===== config.mk =====
export PLATFORM = sky130hd
export DESIGN_NAME = button_debouncer
export DESIGN_NICKNAME = d
export VERILOG_FILES = /design/src/rtl/button_debouncer_pkg.sv /design/src/rtl/sync_2ff.sv /design/src/rtl/button_debouncer.sv
export SDC_FILE = /design/constraint.sdc
export NUM_CORES = 1
export LEC_CHECK = 0
export CAP_MARGIN = 20
export CORE_MARGIN = 4
export CORE_UTILIZATION = 30
export CTS_CLUSTER_DIAMETER = 30
export DETAILED_ROUTE_END_ITERATION = 12
export GPL_TIMING_DRIVEN = 0
export PLACE_DENSITY = 0.53
export SLEW_MARGIN = 15
export SYNTH_ARGS = -nofsm -noshare
export SYNTH_HDL_FRONTEND = slang
export SYNTH_SLANG_ARGS = --single-unit

===== constraint.sdc =====
create_clock -name clk -period 1.5 [get_ports clk]
set_input_delay 0.3 -clock clk [delete_from_list [all_inputs] [get_ports clk]]
set_output_delay 0.3 -clock clk [all_outputs]
set_load 0.05 [all_outputs]

===== src/rtl/button_debouncer_pkg.sv =====
// Shared state encoding for the button debouncer. The state decode is also used
// by the LED display logic.
package button_debouncer_pkg;

  localparam int STATE_W = 2;

  typedef enum logic [STATE_W-1:0] {
    IDLE         = 2'd0,
    PRESS_WAIT   = 2'd1,
    PRESSED      = 2'd2,
    RELEASE_WAIT = 2'd3
  } state_t;

  // The debounced level holds through the release qualification window.
  function automatic logic level_of(input state_t st);
    return (st == PRESSED) || (st == RELEASE_WAIT);
  endfunction

endpackage


===== src/rtl/sync_2ff.sv =====
// Two-flop synchroniser for asynchronous single-bit inputs. Both flops are
// cleared by a synchronous active-high reset.
module sync_2ff (
  input  logic clk,
  input  logic rst,
  input  logic d,
  output logic q
);

  logic meta;

  // NOTE: sequential state uses non-blocking assignments only, so every flop
  // samples the pre-edge value of the flop that feeds it.
  always_ff @(posedge clk) begin
    if (rst) begin
      meta <= 1'b0;
      q    <= 1'b0;
    end else begin
      meta <= d;
      q    <= meta;
    end
  end

endmodule


===== src/rtl/button_debouncer.sv =====
// Push-button debouncer: a 2-flop synchroniser feeding a tick-qualified FSM,
// with registered press/release strobes. The optional auto-repeat is enabled by
// defining BUTTON_DEBOUNCER_AUTOREPEAT_EN.
module button_debouncer
  import button_debouncer_pkg::*;
#(
  parameter int STABLE_TICKS  = 4,
  parameter int CNT_W         = 8,
  parameter int REPEAT_DELAY  = 32,
  parameter int REPEAT_PERIOD = 8
) (
  input  logic               clk,
  input  logic               rst,
  input  logic               tick,
  input  logic               btn_raw,
  output logic               btn_level,
  output logic               press_pulse,
  output logic               release_pulse,
  output logic [STATE_W-1:0] state
);

  if (STABLE_TICKS < 1 || STABLE_TICKS > (1 << CNT_W) ||
      REPEAT_DELAY < 1 || REPEAT_DELAY > (1 << CNT_W) ||
      REPEAT_PERIOD < 1 || REPEAT_PERIOD > (1 << CNT_W)) begin : g_bad_params
    $error("button_debouncer: tick count parameter out of range");
  end

  localparam logic [CNT_W-1:0] STABLE_TERM = CNT_W'(STABLE_TICKS - 1);

  logic             s;
  state_t           cur_state, nxt_state;
  logic [CNT_W-1:0] cnt, cnt_nxt;
  logic             press_nxt, release_nxt;
  logic             rpt_hit;

  sync_2ff u_sync (
    .clk (clk),
    .rst (rst),
    .d   (btn_raw),
    .q   (s)
  );

`ifdef BUTTON_DEBOUNCER_AUTOREPEAT_EN
  localparam logic [CNT_W-1:0] DELAY_TERM  = CNT_W'(REPEAT_DELAY - 1);
  localparam logic [CNT_W-1:0] PERIOD_TERM = CNT_W'(REPEAT_PERIOD - 1);

  logic [CNT_W-1:0] rpt_cnt;
  logic             rpt_armed;

  // The first repeat waits the long delay; later ones use the shorter period.
  assign rpt_hit = (cur_state == PRESSED) && s && tick &&
                   (rpt_cnt == (rpt_armed ? PERIOD_TERM : DELAY_TERM));

  always_ff @(posedge clk) begin
    if (rst || cur_state != PRESSED || !s) begin
      rpt_cnt   <= '0;
      rpt_armed <= 1'b0;
    end else if (tick) begin
      if (rpt_hit) begin
        rpt_cnt   <= '0;
        rpt_armed <= 1'b1;
      end else begin
        rpt_cnt <= rpt_cnt + 1'b1;
      end
    end
  end
`else
  assign rpt_hit = 1'b0;
`endif

  always_ff @(posedge clk) begin
    if (rst) begin
      cur_state     <= IDLE;
      cnt           <= '0;
      press_pulse   <= 1'b0;
      release_pulse <= 1'b0;
    end else begin
      cur_state     <= nxt_state;
      cnt           <= cnt_nxt;
      press_pulse   <= press_nxt;
      release_pulse <= release_nxt;
    end
  end

  // NOTE: every output of this block gets a default first, so no path can
  // leave a variable unassigned and infer a latch.
  always_comb begin
    nxt_state   = cur_state;
    cnt_nxt     = cnt;
    press_nxt   = 1'b0;
    release_nxt = 1'b0;
    unique case (cur_state)
      IDLE: begin
        if (s) begin
          nxt_state = PRESS_WAIT;
          cnt_nxt   = '0;
        end
      end
      PRESS_WAIT: begin
        // A falling input wins over a coincident tick: that is bounce rejection.
        if (!s) begin
          nxt_state = IDLE;
        end else if (tick) begin
          if (cnt == STABLE_TERM) begin
            nxt_state = PRESSED;
            press_nxt = 1'b1;
          end else begin
            cnt_nxt = cnt + 1'b1;
          end
        end
      end
      PRESSED: begin
        if (!s) begin
          nxt_state = RELEASE_WAIT;
          cnt_nxt   = '0;
        end else if (rpt_hit) begin
          press_nxt = 1'b1;
        end
      end
      RELEASE_WAIT: begin
        if (s) begin
          nxt_state = PRESSED;
        end else if (tick) begin
          if (cnt == STABLE_TERM) begin
            nxt_state   = IDLE;
            release_nxt = 1'b1;
          end else begin
            cnt_nxt = cnt + 1'b1;
          end
        end
      end
      default: nxt_state = IDLE;
    endcase
  end

  assign btn_level = level_of(cur_state);
  assign state     = cur_state;

endmodule


; Yosys cells after proc, flatten, opt, wreduce, memory -nomap -nowiden
; Cells that the tools add are included.
[word_totals]
mem_bits_ro = 0
ramBits = 0
input_bits = 4
memories = 0
latch_bits = 0
word_cells = 46
register_bits = 14
[classes]
reduce_logical = 6
mux = 18
mul = 0
n_shift = 0
add_sub_neg = 1
n_eq_ne = 12
bitwise = 3
magnitude_cmp = 0
div = 0
[ops]
columns = operator, n
row1 = 8-bit two-way mux, 6
row2 = 8-bit case mux with 4 select lines, 1
row3 = 2-bit two-way mux, 8
row4 = 8-bit by 1-bit adder with 8-bit output (second input constant), 1
row5 = 8-bit by 2-bit == test with 1-bit output (second input constant), 1
row6 = 2-bit case mux with 4 select lines, 1
row7 = 3-bit by 2-bit != test with 1-bit output (second input constant), 2
row8 = 3-bit != test (second input constant), 2
row9 = 6-bit AND reduction, 1
row10 = 3-bit OR reduction, 2
row11 = 2-bit == test (second input constant), 2
row12 = 2-bit by 1-bit != test with 1-bit output (second input constant), 2
row13 = 2-bit != test (second input constant), 2
row14 = 4-bit AND reduction, 1
row15 = 1-bit NOT, 3
row16 = 2-bit by 1-bit == test with 1-bit output (second input constant), 1
row17 = 2-bit zero test, 1
row18 = 1-bit two-way mux, 2
row19 = 1-bit logical OR, 1

; Longest topological paths before layout
; Gate-level depths: netlist of run 1.
[depth]
ltp_word = 5
mapped_depth = 5

; Modules after synthesis
; From an unflattened synthesis of run 1, not the netlist that was laid out.
[hier_totals]
cells_unflattened = 72
area_unflattened_um2 = 671.9
[modules_own_cells]
columns = module, n_inst, area_each_um2, cells_each, seq_area_each_um2
row1 = button_debouncer, 1, 619.3, 68, 240.2
row2 = sync_2ff, 1, 52.6, 4, 40.0

; Worst setup path before layout of run 1
; No wires, ideal clock.
[synth_path]
path_type = register to register
start = register (tool-made name)
end = register cnt[6]
period_less_slack_ps = 1705
required_time_ps = 1385
stages_incl_launch_ff = 5
slack_ps = -205
arrival_ps = 1591
path_buffers = 0
path_cell_list = dfxtp_1 > xnor2_1 > nor4_1 > xnor2_1 > nor2_1
[synth_rtl]
columns = item, line
row1 = "end signal, assigned", button_debouncer.sv:79  ; cnt <= cnt_nxt;
row2 = "end, declared", button_debouncer.sv:32  ; logic [CNT_W-1:0] cnt, cnt_nxt;

==> results of run 1 <==
==> synthesized netlist by cell type <==
master,instances
o21ai_0,4
xor2_2,1
nand4_1,4
inv_1,1
xnor2_1,3
xor2_1,1
a31o_2,1
buf_2,1
and3_1,1
clkbuf_1,1
nor4b_1,2
nor2_1,4
nand3_1,3
a21oi_1,6
a21o_1,1
ha_1,1
a211o_1,1
or4b_1,1
and2_1,2
dfxtp_1,14
nand2_1,5
nor3_1,5
nor2b_1,3
or3_1,1
nand2b_1,3
or2b_1,2
nor4_1,5
==> worst max-delay path, cell delays in order, from the launching register on <==
cell	delay (ps)
dfxtp_4	370
ha_4	130
nor4b_4	210
nand2_2	100
or4b_1	530
o21ai_1	80
==> flip-flops by register name (all words and copies together), names as in the netlist, named ones only <==
| signal | count |
|---|---|
| cnt | 8 |
| state | 1 |
| u_sync.q | 1 |
| release_pulse | 1 |
| press_pulse | 1 |
| u_sync.meta | 1 |
==> area by class of cell <==
| cell class | count | area share [%] |
|---|---|---|
| buffer | 2 | 0.970 |
| clock buffer | 3 | 2.49 |
| inverter | 1 | 0.416 |
| multi-input combinational | 60 | 45.6 |
| sequential | 14 | 32.3 |
| tap | 27 | 3.74 |
| timing repair buffer | 16 | 14.5 |
==> cell families after synthesis <==
family	synth area share (%)
buffers and inverters	1.87
adder cells (fa/ha/maj)	1.88
flip-flops	42.0
XOR/XNOR	7.69
AO/OA/AOI/OAI	11.3
AND/OR/NAND/NOR	35.3
==> final timing paths <==
| check | slack (ps) | to | startpoint | cells past startpoint |
|---|---|---|---|---|
| worst max-delay path | 10 | register | cnt[1] | 5 |
| worst min-delay path | 440 | u_sync.q | u_sync.meta | 1 |
| worst max register to register | 10 | register | cnt[1] | 5 |
| worst min register to register | 440 | u_sync.q | u_sync.meta | 1 |
==> timing repair <==
item	in CTS	in global routing
setup endpoints to repair	7	5
gates resized for setup	12	4
gates cloned	0	0
setup buffers	5	3
pin swaps	2	4
==> routing by layer <==
metal / part of all wire (%) / vias to the layer above / routed length [µm] / track usage (%)
li1: - / 319 / - / -
met3: 6.0 / 7 / 95 / 5.09
met5: 0 / - / 0 / 0
met2: 46 / 25 / 725 / 19.7
met4: 2.6 / 0 / 41 / 8.10
met1: 45 / 284 / 710 / 15.6
==> where the power goes <==
group	switching [W]	leakage [nW]	internal, W
logic	0.0000222	0.200	0.0000176
clock network	0.000114	0.0138	0.0000931
registers	0.00000379	0.116	0.000371
==> cells in the final DEF (no fill, tap or decap), types with 2 or more instances in the layout <==
master           synthesis  routed
dlygate4sd2_1            0       2
and2_1                   2       2
clkbuf_4                 0       3
buf_2                    1       2
nor3_1                   5       5
or2b_1                   2       2
nor4_1                   5       5
dfxtp_2                  0       3
nand2_1                  5       4
o21ai_0                  4       3
xnor2_1                  3       2
a21oi_1                  6       6
nand3_1                  3       3
buf_4                    0       8
nand4_1                  4       4
nand2b_1                 3       3
clkdlybuf4s50_1          0       2
nor2b_1                  3       3
dfxtp_1                 14       9
dfxtp_4                  0       2
nor2_1                   4       4
==> through the flow <==
stage	hold WS [ps]	setup slack, ps	std cells	power [W]	cell area (µm²)
6_report	441	13.6	123	0.000622	903
3_5_place_dp	426	-255	112	0.000423	816
4_1_cts	446	3.25	120	0.000628	882
5_1_grt	451	-78.4	123	0.000656	903
2_1_floorplan	414	42.3	77	0.000406	702
3_3_place_gp	420	-241	112	0.000423	816
==> results by group, run 1 <==
Clock network
  – Root buf cell: clkbuf_4
  – TritonCTS clock tree: done
  – Clk Latency, worst-skew pair: about 280 ps
  – Hold buffers post-CTS: 0
  – Inserted Clock Buffers: 3
  – CTS clk-pin slew, worst paths: roughly 80 ps
  – CTS Buffer Depth: 2
  – H-tree Lvls: 1
  – Clk sink count: 14

Status
  – Status: finished clean

Place
  – GP Congestion: 0.769
  – Post-DP HPWL: ~1000 µm
  – Port-buffer cells: 8

Drt
  – Post-Route WL: 1570 µm
  – Drt drc: 0
  – Vias per Instance: 5.16
  – DRT iter0 DRCs: 21
  – Routed via count: 635
  – Routed len/inst: ~13 µm
  – Final ANT Viol Nets: 0
  – Router iterations before antenna repair: 5

STA
  – Slew @ Worst Pin: between 400 and 500 ps
  – Slew headroom: roughly 67%
  – Final slew viol count: 0
  – RSZ-0062 raised after global routing: true
  – Tmin final: ~1500 ps
  – Clock Skew: roughly 4.3 ps
  – FMAX: 673 MHz
  – Hold Violations, Final: 0
  – # setup viols final: 0
  – Period Utilization, post-route: 99.1%
  – Total Neg Setup Slack: 0 ps

Logic synthesis
  – #FFs+latches synth: 14
  – Post-synthesis sequential area ratio: ~42%
  – Area leader, netlist: dfxtp_1
  – Synthesized area per cell: between 8 and 9 µm²
  – Top cells by area, synth: dfxtp_1 (42%), nor4_1 (4.7%), a21oi_1 (4.5%), xnor2_1 (3.9%), nand4_1 (3.8%)
  – Synth Cell Area: 667 µm²
  – Syn Nets: 82
  – Synth unique cells: 27
  – YS warnings: 0
  – Top cell type's share of synthesized area: ~42%
  – Mapped Cells: 77

Die
  – Num rows: 16
  – Die span in y: approximately 55 µm
  – Initial Utilization: approximately a third
  – Die width: 55.2 µm
  – IO Pins: 9
  – Core Region: roughly 2000 µm²
  – Die area: between 3000 and 4000 µm²

GRT
  – Largest net degree at the start of global routing: 11
  – Number of global-route vias before repair: a little under 600
  – Initial antenna violation count: 0
  – Global-route wire length before repair: 2750 µm
  – Gr ovfl total: 0
  – GR Util All Layers: 13.1%

Setup path
  – Worst Setup End Kind: register
  – CP arrival: 1690 ps
  – Crit-path max FO: 3
  – Startpoint types: register
  – CP required: 1710 ps
  – Kind of critical path: reg -> reg

Power
  – Power density over the cells: about 700 nW/µm²
  – P_leak: about 0.33 nW
  – Max IR drop VDD: approximately 0.00037 V

Finish
  – Register Area: around 290 µm²
  – Multi-input logic area: 412 µm²
  – # diodes: 0
  – Final Util: 44.2%
  – Nets: just over 100
  – Area Overhead vs Synth: 35.5%
  – Ratio of cells with drive above 1 in the final layout: 27.1%
  – Fillers: 224

Min path
  – Hold Crit Class: reg -> reg

Run
  – Max-cap violations: 0
Power figures use the tool's default switching activity.
==> run 2, diff against run 1 <==
--- a/config.mk
+++ b/config.mk
@@ -6,12 +6,12 @@
 export NUM_CORES = 1
 export LEC_CHECK = 0
 export CAP_MARGIN = 20
-export CORE_MARGIN = 4
+export CORE_MARGIN = 1.5
 export CORE_UTILIZATION = 30
 export CTS_CLUSTER_DIAMETER = 30
 export DETAILED_ROUTE_END_ITERATION = 12
 export GPL_TIMING_DRIVEN = 0
-export PLACE_DENSITY = 0.53
+export PLACE_DENSITY = 0.51
 export SLEW_MARGIN = 15
 export SYNTH_ARGS = -nofsm -noshare
 export SYNTH_HDL_FRONTEND = slang
==> constraint.sdc (replaced) <==
create_clock -name clk -period 1.49 [get_ports clk]
set_input_delay 0.298 -clock clk [delete_from_list [all_inputs] [get_ports clk]]
set_output_delay 0.298 -clock clk [all_outputs]
set_load 0.05 [all_outputs]
==> run 2 against run 1 <==
  * Clock power rose by 35%
  * Global-route usage rose by 0.58 points
  * Setup slack improved by 20 ps
  * Worst hold slack improved by 2.5 ps
  * First-iteration DRC count fell by 33%
  * Total power rose by 11%
  * Non-clock buffer count fell by 2
  * Utilization rose by 1.4 points
  * Final cell count fell by 0.81%
  * Routed wire length fell by 4.1%
  * Design area rose by 2.1%
==> results by group, run 2 (synthesis results as in run 1) <==
Clock network
  – TritonCTS clock tree: done
  – H-tree Lvls: 1 (unchanged)
  – Hold buffers post-CTS: 0 (unchanged)
  – CTS clk-pin slew, worst paths: 90 ps (about the same)
  – Clk sink count: 14 (unchanged)
  – CTS Buffer Depth: 2 (unchanged)
  – Clk Latency, worst-skew pair: 280 ps (about the same)
  – Root buf cell: clkbuf_4
  – Inserted Clock Buffers: 3 (unchanged)

STA
  – Slew headroom: 67.1% (-0.098 points)
  – Hold Violations, Final: 0 (unchanged)
  – Tmin final: 1460 ps (-29.8 ps)
  – FMAX: 687 MHz (+2.0%)
  – RSZ-0062 raised after global routing: true
  – Clock Skew: 0.522 ps (-3.82 ps)
  – Period Utilization, post-route: 97.8% (-1.3 points)
  – # setup viols final: 0 (unchanged)
  – Slew @ Worst Pin: 495 ps (+1.48 ps)
  – Final slew viol count: 0 (unchanged)
  – Total Neg Setup Slack: 0 ps (unchanged)

Place
  – Port-buffer cells: 8 (unchanged)
  – Cells after DPL: 112 (unchanged)
  – Post-DP HPWL: 1030 µm (-1.8%)
  – GP Congestion: 0.745 (-3.2%)

Drt
  – Drt drc: 0 (unchanged)
  – Post-Route WL: 1510 µm (-4.1%)
  – Routed len/inst: 12.4 µm (-3.3%)
  – Router iterations before antenna repair: 6 (+1)
  – Routed via count: 645 (+1.6%)
  – Vias per Instance: 5.29 (+2.4%)
  – DRT iter0 DRCs: 14 (-33%)
  – Final ANT Viol Nets: 0 (unchanged)

Finish
  – Nets: 101 (-1.9%)
  – Most frequent cells in the layout: dfxtp_1 (9), a21oi_1 (6), buf_4 (6)
  – # diodes: 0 (unchanged)
  – Largest Register: cnt
  – Ratio of cells with drive above 1 in the final layout: 27.4% (+0.29 points)
  – Most common cell after layout, fill and taps aside: dfxtp_1
  – Area Overhead vs Synth: 38.3%
  – Fin cells: 122 (-0.81%)
  – Max FFs per register: 8 (unchanged)

Die
  – Die area: 2520 µm² (-17%)
  – Core Region: 2020 µm² (-0.98%)
  – IO Pins: 9 (unchanged)
  – Num rows: 16 (unchanged)
  – Die span in y: 50.2 µm (-9.1%)
  – Initial Utilization: 33.0% (+0.32 points)
  – Die width: 50.2 µm (-9.1%)

Power
  – Internal power: 0.000537 W (+11%)
  – Clock power share: 40.3% (+7.0 points)
  – P_leak: 0.331 nW (about the same)
  – Psw: 0.000156 W (+12%)
  – Max IR drop VDD: 0.000456 V (+22%)
  – Sw Ratio: 22.6% (+0.042 points)
  – Comb pwr share: 5.4% (-1.0 points)
  – Seq pwr share: 54.3% (-6.0 points)
  – Power density over the cells: 752 nW/µm² (+9.2%)

Setup path
  – Crit-path max FO: 3 (unchanged)
  – CP arrival: 1670 ps (-20 ps)
  – Startpoint types: register
  – Worst Reg-to-Reg Cells: 5 (unchanged)
  – CP required: 1700 ps (about the same)
  – Kind of critical path: reg -> reg
  – Worst Setup End Kind: register

GRT
  – Gr ovfl total: 0 (unchanged)
  – Global-route wire length before repair: 2590 µm (-5.5%)
  – GR Util All Layers: 13.7% (+0.58 points)
  – Number of global-route vias before repair: 587 (unchanged)
  – Largest net degree at the start of global routing: 11 (unchanged)
  – Initial antenna violation count: 0 (unchanged)

Run
  – Max-cap violations: 0 (unchanged)

Min path
  – Worst hold stages: 1 (unchanged)
  – Hold Crit Class: reg -> reg

Status
  – Status: finished clean
[run 2: cell count changes in the layout (fill, tap and decap cells not counted)]
cell      previous run  this run
xor2_4               0         1
dfxtp_4              2         3
buf_4                8         6
nor4_2               0         1
clkbuf_8             0         1
nor4_1               5         4
xor2_2               1         0
dfxtp_2              3         2
[run 2: final cells by class]
class | instances | area [µm²]
Buffer | 2 | 8.76
Clock buffer | 4 | 36.3
Fill cell | 215 | 1100
Inverter | 1 | 3.75
Multi-Input combinational cell | 60 | 429
Sequential cell | 14 | 294
Tap cell | 27 | 33.8
Timing Repair Buffer | 14 | 116
[run 2: critical path, stage by stage, from the launching register on]
cell and delay [ps]:
dfxtp_4 370, ha_4 140, nor4b_4 190, nand2_2 80, or4b_1 510, o21ai_1 100
[run 2: layer usage]
| metal | vias up | share of wire, % | track usage, % |
|---|---|---|---|
| met2 | 23 | 46 | 19.3 |
| met4 | 0 | 2.3 | 8.33 |
| met5 | - | 0 | 0 |
| met3 | 6 | 4.0 | 2.98 |
| met1 | 300 | 48 | 18.9 |
| li1 | 316 | - | - |
[run 2: repair_timing]
item                                   in CTS  in global routing
gates resized for setup                    12                  7
pin swaps                                   0                  1
gates cloned                                0                  0
endpoints found under the hold margin       0                  0
setup buffers                               4                  2
setup endpoints to repair                   7                  6
[run 2: worst paths after layout]
kind / start / to / slack (ps)
setup / recovery: cnt[0] / register / 30
hold / removal: u_sync.meta / u_sync.q / 440
setup reg to reg: cnt[0] / register / 30
hold reg to reg: u_sync.meta / u_sync.q / 440
[run 2: per-stage QoR]
stage	instance area [µm²]	worst slack (ps)	utilization, %	power, W	hold WS (ps)
detailed placement	816	-243	40.3	0.000426	429
global route	922	-12.4	45.6	0.000724	467
finish	922	33.4	45.6	0.000693	443
global placement	816	-259	40.3	0.000426	421
CTS	888	5.77	43.9	0.000701	450
floorplan	702	32.3	-	0.000408	414
[run 2: power by group through the flow]
stage          Clock [W]  Sequential [W]  Combinational, W
2_1_floorplan          0        0.000391         0.0000173
3_3_place_gp           0        0.000389         0.0000364
3_5_place_dp           0        0.000389         0.0000362
4_1_cts         0.000287        0.000377         0.0000369
5_1_grt         0.000305        0.000377         0.0000418
6_report        0.000280        0.000376         0.0000373
==> run 3, diff against run 2 <==
--- a/config.mk
+++ b/config.mk
@@ -5,7 +5,6 @@
 export SDC_FILE = /design/constraint.sdc
 export NUM_CORES = 1
 export LEC_CHECK = 0
-export CAP_MARGIN = 20
 export CORE_MARGIN = 1.5
 export CORE_UTILIZATION = 30
 export CTS_CLUSTER_DIAMETER = 30
==> results of run 3 <==
The final DEF is identical to that of run 2; final timing and power are the same.
